[src/rtl/pc_sequencer.sv]
// Program-counter sequencer: registered fetch address with boot, branch,
// jump, jump-register, exception/eret redirects, stall and misalign trap.
//
// Ports:
//   Clk, Reset (async active-low)
//   Stall, Branch, BranchNe, Zero, Jump, JumpReg, Eret, Exception
//   Imm, JumpIndex, RegTarget           -- target operands
//   PresentState, PCPlus4, Valid, Taken -- fetch address and selection
//   AddrErr, EPC                        -- trap status
module pc_sequencer #(
  parameter int               WIDTH        = 32,
  parameter int               IMM_WIDTH    = 16,
  parameter logic [WIDTH-1:0] RESET_VECTOR = '0,
  parameter logic [31:0]      EXC_VECTOR   = 32'h0000_0180
) (
  input  logic                 Clk,
  input  logic                 Reset,
  input  logic                 Stall,
  input  logic                 Branch,
  input  logic                 BranchNe,
  input  logic                 Zero,
  input  logic                 Jump,
  input  logic                 JumpReg,
  input  logic                 Eret,
  input  logic                 Exception,
  input  logic [IMM_WIDTH-1:0] Imm,
  input  logic [25:0]          JumpIndex,
  input  logic [WIDTH-1:0]     RegTarget,
  output logic [WIDTH-1:0]     PresentState,
  output logic [WIDTH-1:0]     PCPlus4,
  output logic                 Valid,
  output logic                 Taken,
  output logic                 AddrErr,
  output logic [WIDTH-1:0]     EPC
);

  localparam logic [WIDTH-1:0] EXC = WIDTH'(EXC_VECTOR);

  typedef enum logic {
    BOOT,
    RUN
  } state_t;

  state_t           state, state_n;
  logic [WIDTH-1:0] pc, pc_n;
  logic [WIDTH-1:0] epc, epc_n;
  logic             ae, ae_n;

  logic [WIDTH-1:0] imm_x;
  logic [WIDTH-1:0] br_tgt;
  logic [WIDTH-1:0] j_tgt;
  logic [WIDTH-1:0] cand;
  logic             chk;
  logic             br_taken;
  logic             mis;

  assign PCPlus4  = pc + WIDTH'(4);
  assign imm_x    = {{(WIDTH-IMM_WIDTH){Imm[IMM_WIDTH-1]}}, Imm};
  assign br_tgt   = PCPlus4 + {imm_x[WIDTH-3:0], 2'b00};
  assign j_tgt    = {PCPlus4[WIDTH-1:28], JumpIndex, 2'b00};
  assign br_taken = Branch & (BranchNe ? ~Zero : Zero);

  // Candidate redirect; only register/EPC targets can be misaligned.
  always_comb begin
    cand = PCPlus4;
    chk  = 1'b0;
    priority case (1'b1)
      Eret: begin
        cand = epc;
        chk  = 1'b1;
      end
      JumpReg: begin
        cand = RegTarget;
        chk  = 1'b1;
      end
      Jump:     cand = j_tgt;
      br_taken: cand = br_tgt;
      default:  cand = PCPlus4;
    endcase
  end

  assign mis = chk & (|cand[1:0]);

  // Next-state and outputs.
  always_comb begin
    state_n = state;
    pc_n    = pc;
    epc_n   = epc;
    ae_n    = ae;
    Valid   = 1'b0;
    Taken   = 1'b0;
    unique case (state)
      BOOT: begin
        state_n = RUN;
      end
      RUN: begin
        Valid = 1'b1;
        Taken = Exception | Eret | JumpReg | Jump | br_taken;
        if (Exception) begin
          pc_n  = EXC;
          epc_n = pc;
          ae_n  = 1'b0;
        end else if (mis) begin
          // traps even under stall
          pc_n  = EXC;
          epc_n = pc;
          ae_n  = 1'b1;
        end else if (!Stall) begin
          pc_n = cand;
          ae_n = 1'b0;
        end
      end
      default: state_n = BOOT;
    endcase
  end

  always_ff @(posedge Clk or negedge Reset) begin
    if (!Reset) begin
      state <= BOOT;
      pc    <= RESET_VECTOR;
      epc   <= '0;
      ae    <= 1'b0;
    end else begin
      state <= state_n;
      pc    <= pc_n;
      epc   <= epc_n;
      ae    <= ae_n;
    end
  end

  assign PresentState = pc;
  assign EPC          = epc;
  assign AddrErr      = ae;

endmodule

[config.mk]
export PLATFORM = sky130hd
export DESIGN_NAME = pc_sequencer
export DESIGN_NICKNAME = d
export VERILOG_FILES = /design/src/rtl/pc_sequencer.sv
export SDC_FILE = /design/constraint.sdc
export NUM_CORES = 1
export LEC_CHECK = 0
export ABC_AREA = 1
export ABC_CLOCK_PERIOD_IN_PS = 2600
export CORE_AREA = 8 8 137 139
export CTS_CLUSTER_SIZE = 20
export DETAILED_ROUTE_END_ITERATION = 6
export DIE_AREA = 0 0 145 147
export PLACE_DENSITY_LB_ADDON = 0.2
export SLEW_MARGIN = 40
export SYNTH_ARGS = -nofsm -noshare
export SYNTH_HDL_FRONTEND = slang
export SYNTH_SLANG_ARGS = --single-unit
export TNS_END_PERCENT = 20
[constraint.sdc]
create_clock -name Clk -period 2.6 [get_ports Clk]
set_input_delay 0.52 -clock Clk [delete_from_list [all_inputs] [get_ports Clk]]
set_output_delay 0.52 -clock Clk [all_outputs]
set_load 0.03 [all_outputs]
==> results.txt <==
----------------------------------------------------
[CTS]
  Clk_lat worst skew ... approximately 0.34 ns
  CTS tree ... yes
  H-tree level count ... 3
  CTS Buffer Depth ... 2
  CTS root buffer ... clkbuf_16
  Clock Sinks ... 66
  Total clock buffers created by CTS ... 9
  Clk pin slew, worst setup/hold paths ... 0.06 ns

[Setup path]
  Worst reg2reg path endpoint ... PresentState[31]$_DFFE_PN0P_
  Launching point of the worst reg2reg path ... PresentState[2]$_DFFE_PN0P_
  Required @ worst endpoint ... roughly 2.9 ns
  Crit path capture ... PresentState[31]$_DFFE_PN0P_
  Arrival time of the worst setup path ... ~3.2 ns
  Number of cell instances on the worst register-to-register path ... 24
  Worst-path maximum fanout ... 4
  Element type at the critical path end ... register
  Reg2Reg Setup Slack ... -0.36 ns
  Kind of critical path ... reg2reg
  CP Launch Point ... PresentState[2]$_DFFE_PN0P_
  Startpoint type of the worst setup path ... register

[Die]
  Overall die width ... ~150 um
  Count of standard-cell rows ... 48
  Number of I/O pins ... between 150 and 200
  Die Y ... roughly 150 um
  Core area ... around 0.017 sq mm
  Initial core utilization ... 40.0%
  Die ar. ... roughly 0.021 sq mm

[Placement]
  Dpl cells ... approximately 1700
  Sum of net half-perimeters after detailed placement ... 24300 um
  Number of input and output port buffers inserted ... around 180
  Total placed instance area ... 0.0107 sq mm
  Final weighted congestion in routability-driven placement ... about 0.95

[Pwr]
  Overall Power ... 0.00492 W
  Leakage Power ... between 5 and 6 nW
  Power density over the cells ... just over 400 mW/mm^2
  Maximum vdd drop ... roughly 0.00042 V

[Synth]
  FFs w/ async S/R, synth ... 100%
  Area share of the largest cell type after synthesis ... between 20 and 25%
  Largest cells by area after synthesis ... dfrtp_1 25%, nand2_1 24%, inv_1 8.8%
  Mean instance size in the synthesized netlist ... slightly below 6 sq um
  Nets in the synthesized netlist ... about 1300
  FF+latch count, synth ... between 60 and 70
  Most common flop cell mapped by yosys ... dfrtp_1
  Cell area after technology mapping ... 0.00670 sq mm
  Number of warnings issued by yosys ... 0
  Syn Inst Count ... roughly 1100
  Sequential-to-total area share from yosys stat ... approximately a quarter
  Cell taking the most area after synthesis ... dfrtp_1
  Distinct cell type count of the synthesized netlist ... 42
  Post-synth EDFFs ... 0

[Global route]
  Largest net degree at the start of global routing ... 67
  Total congestion overflow ... 0
  Number of antenna violations at the first check in global routing ... 0
  Number of global-route vias before repair ... 8910
  Total Routing Usage GR ... a little over a quarter
  First-pass GRT wire length ... 47100 um

[STA]
  Max-slew violation count ... 0
  Highest achievable clock rate ... between 300 and 400 MHz
  Setup tns final ... -6.37 ns
  Setup slack after layout ... -0.359 ns
  Final number of hold-violating endpoints ... 0
  Unrepaired setup endpoints after global routing ... yes
  Fin crit share ... 114%
  Min cycle time layout ... a little under 3 ns
  Worst clock skew ... between 0.009 and 0.01 ns
  Actual transition at the worst max-transition pin ... about 0.58 ns
  Final count of negative-setup-slack endpoints ... 29
  Worst slew margin ... between 60% and 70%

[Final layout]
  Finished Cell Area ... between 0.01 and 0.015 sq mm
  Finished Core Util ... just over 70%
  Proportion of layout cells with a drive suffix above 1 ... around a third
  Total inserted antenna cells ... 0
  Number of standard cells in the layout, taps in and fillers out ... 1779
  Net count, final ... between 1500 and 2000
  Area growth syn-to-layout ... 77.6%
  Filler Cell Count ... about 1400

[Routing]
  Number of violations reported at the end of detailed-routing iteration 0 ... ~700
  Average via count per standard cell ... approximately 5.2
  Aggregate routed wire length ... 30800 um
  Via total after detailed routing ... around 9000
  Final routed wire length divided by cell count ... 17.3 um
  Detailed Routing Iterations Pass 1 ... 7
  Number of remaining DRC errors ... 5
  Number of nets with antenna violations after detailed routing ... 0

[Min path]
  Worst Hold Class ... in2async

[Outcome]
  Outcome ... finished, violations left
  Violations in the final reports ... design-rule violations, negative setup slack

[Flow run]
  Count of maximum capacitance violations ... 0

----------------------------------------------------
-- power breakdown --
part,total [W],internal (W),switching (W)
combinational,0.00234,0.00105,0.00129
clock,0.00138,0.000916,0.000461
sequential,0.00121,0.00112,0.0000898
-- logic make-up after synthesis --
group	Yosys count	synth area share, %
simple gates	677	41.2
buf+inv	195	11.6
compound gates	155	13.1
flops	66	24.7
fa+ha+maj	37	7.03
xor+xnor	18	2.35
other cells	1	0.0560
-- metrics by stage --
stage	hold WS, ns	setup slack [ns]
after floorplan	0.224	-0.205
after global placement	0.479	-0.534
after detailed placement	0.476	-0.596
after CTS	0.214	-0.336
after global routing	0.211	-0.546
final	0.185	-0.359
-- cell usage after synthesis (3+ instances only) --
library cell  count
o22ai_1          21
nor2_1          125
o211ai_1          4
ha_1             36
buf_2            13
or2_2             3
dfrtp_1          66
nand4_1          16
o21ai_1           7
a221oi_1          7
nand3b_1          5
xor2_1           15
a21oi_1          51
o31ai_1           3
inv_1           157
nor3_1           10
nand2_2           6
nand3_1          73
xnor2_1           3
clkbuf_1         13
nand2_1         432
buf_4             5
o21ai_0          53
o21bai_1          4
-- state kept, by name, indices dropped and copies added (netlist names) --
name / flops
PresentState: 32
EPC: 32
AddrErr: 1
state: 1
-- worst min-delay path by stage --
stage	endpoint	startpoint	slack [ns]	cells past startpoint
3_5_place_dp	AddrErr$_DFFE_PN0P_	AddrErr$_DFFE_PN0P_	0.48	2
5_1_grt	PresentState[1]$_DFFE_PN0P_	Reset	0.21	2
2_1_floorplan	AddrErr$_DFFE_PN0P_	Reset	0.22	0
6_report	PresentState[1]$_DFFE_PN0P_	Reset	0.19	2
3_3_place_gp	AddrErr$_DFFE_PN0P_	AddrErr$_DFFE_PN0P_	0.48	2
4_1_cts	PresentState[1]$_DFFE_PN0P_	Reset	0.21	2
-- per-layer routing --
metal / vias up / wire length, um / track usage [%]
li1: 4450 / - / -
met1: 4255 / 13300 / 35.1
met2: 398 / 14600 / 45.4
met3: 64 / 2030 / 5.29
met4: 0 / 901 / 8.47
met5: - / 0 / 0
-- timing repair --
action                                  4_1_cts  5_1_grt
endpoints found under the setup margin       37       39
setup buffers                                10       13
cloned                                        0        0
gates resized for setup                     100      104
hold buffers                                  0        0
pin swaps                                    29       57
-- cell usage in the layout, fill, tap and decap left out, types with 9 or more instances in the layout --
cell type and count:
nand2_1 378, buf_4 238, clkdlybuf4s50_1 152, inv_1 133
nor2_1 87, nand3_1 68, nand2_2 55, dfrtp_1 49
o21ai_0 37, a21oi_1 31, nor2_2 28, inv_2 25
o22ai_1 21, buf_12 19, o21ai_1 18, ha_1 18
dfrtp_2 17, nand4_1 16, a21oi_2 16, ha_4 16
nor2_4 13, buf_6 11, clkbuf_16 9
-- final cells by class --
cell class	instances	area [sq um]	area share, %
Timing Repair Buffer	423	3830	32.2
Multi-Input combinational cell	888	5160	43.4
Clock buffer	12	267	2.24
Tap cell	225	282	2.37
Sequential cell	66	1670	14.1
Inverter	161	607	5.10
Clock inverter	4	72.6	0.610
-- worst max-delay path, cell delays in order (launching register included) --
cell     delay [ns]
dfrtp_2        0.42
ha_4           0.16
nand2_4        0.06
inv_4          0.06
nand2_4        0.06
nor2_4         0.09
buf_6          0.10
nand4_1        0.13
or2_4          0.28
nand2_4        0.09
ha_4           0.22
nand2_2        0.06
nand2_2        0.05
nand2_2        0.08
nand2_4        0.07
a21oi_4        0.15
nand2_4        0.11
buf_4          0.15
a21oi_2        0.16
nand2_1        0.07
nand3_1        0.06
nand2_1        0.05
nand2_1        0.09
nand2_1        0.06
nand2_1        0.05
(Power assumes the default switching activity.)
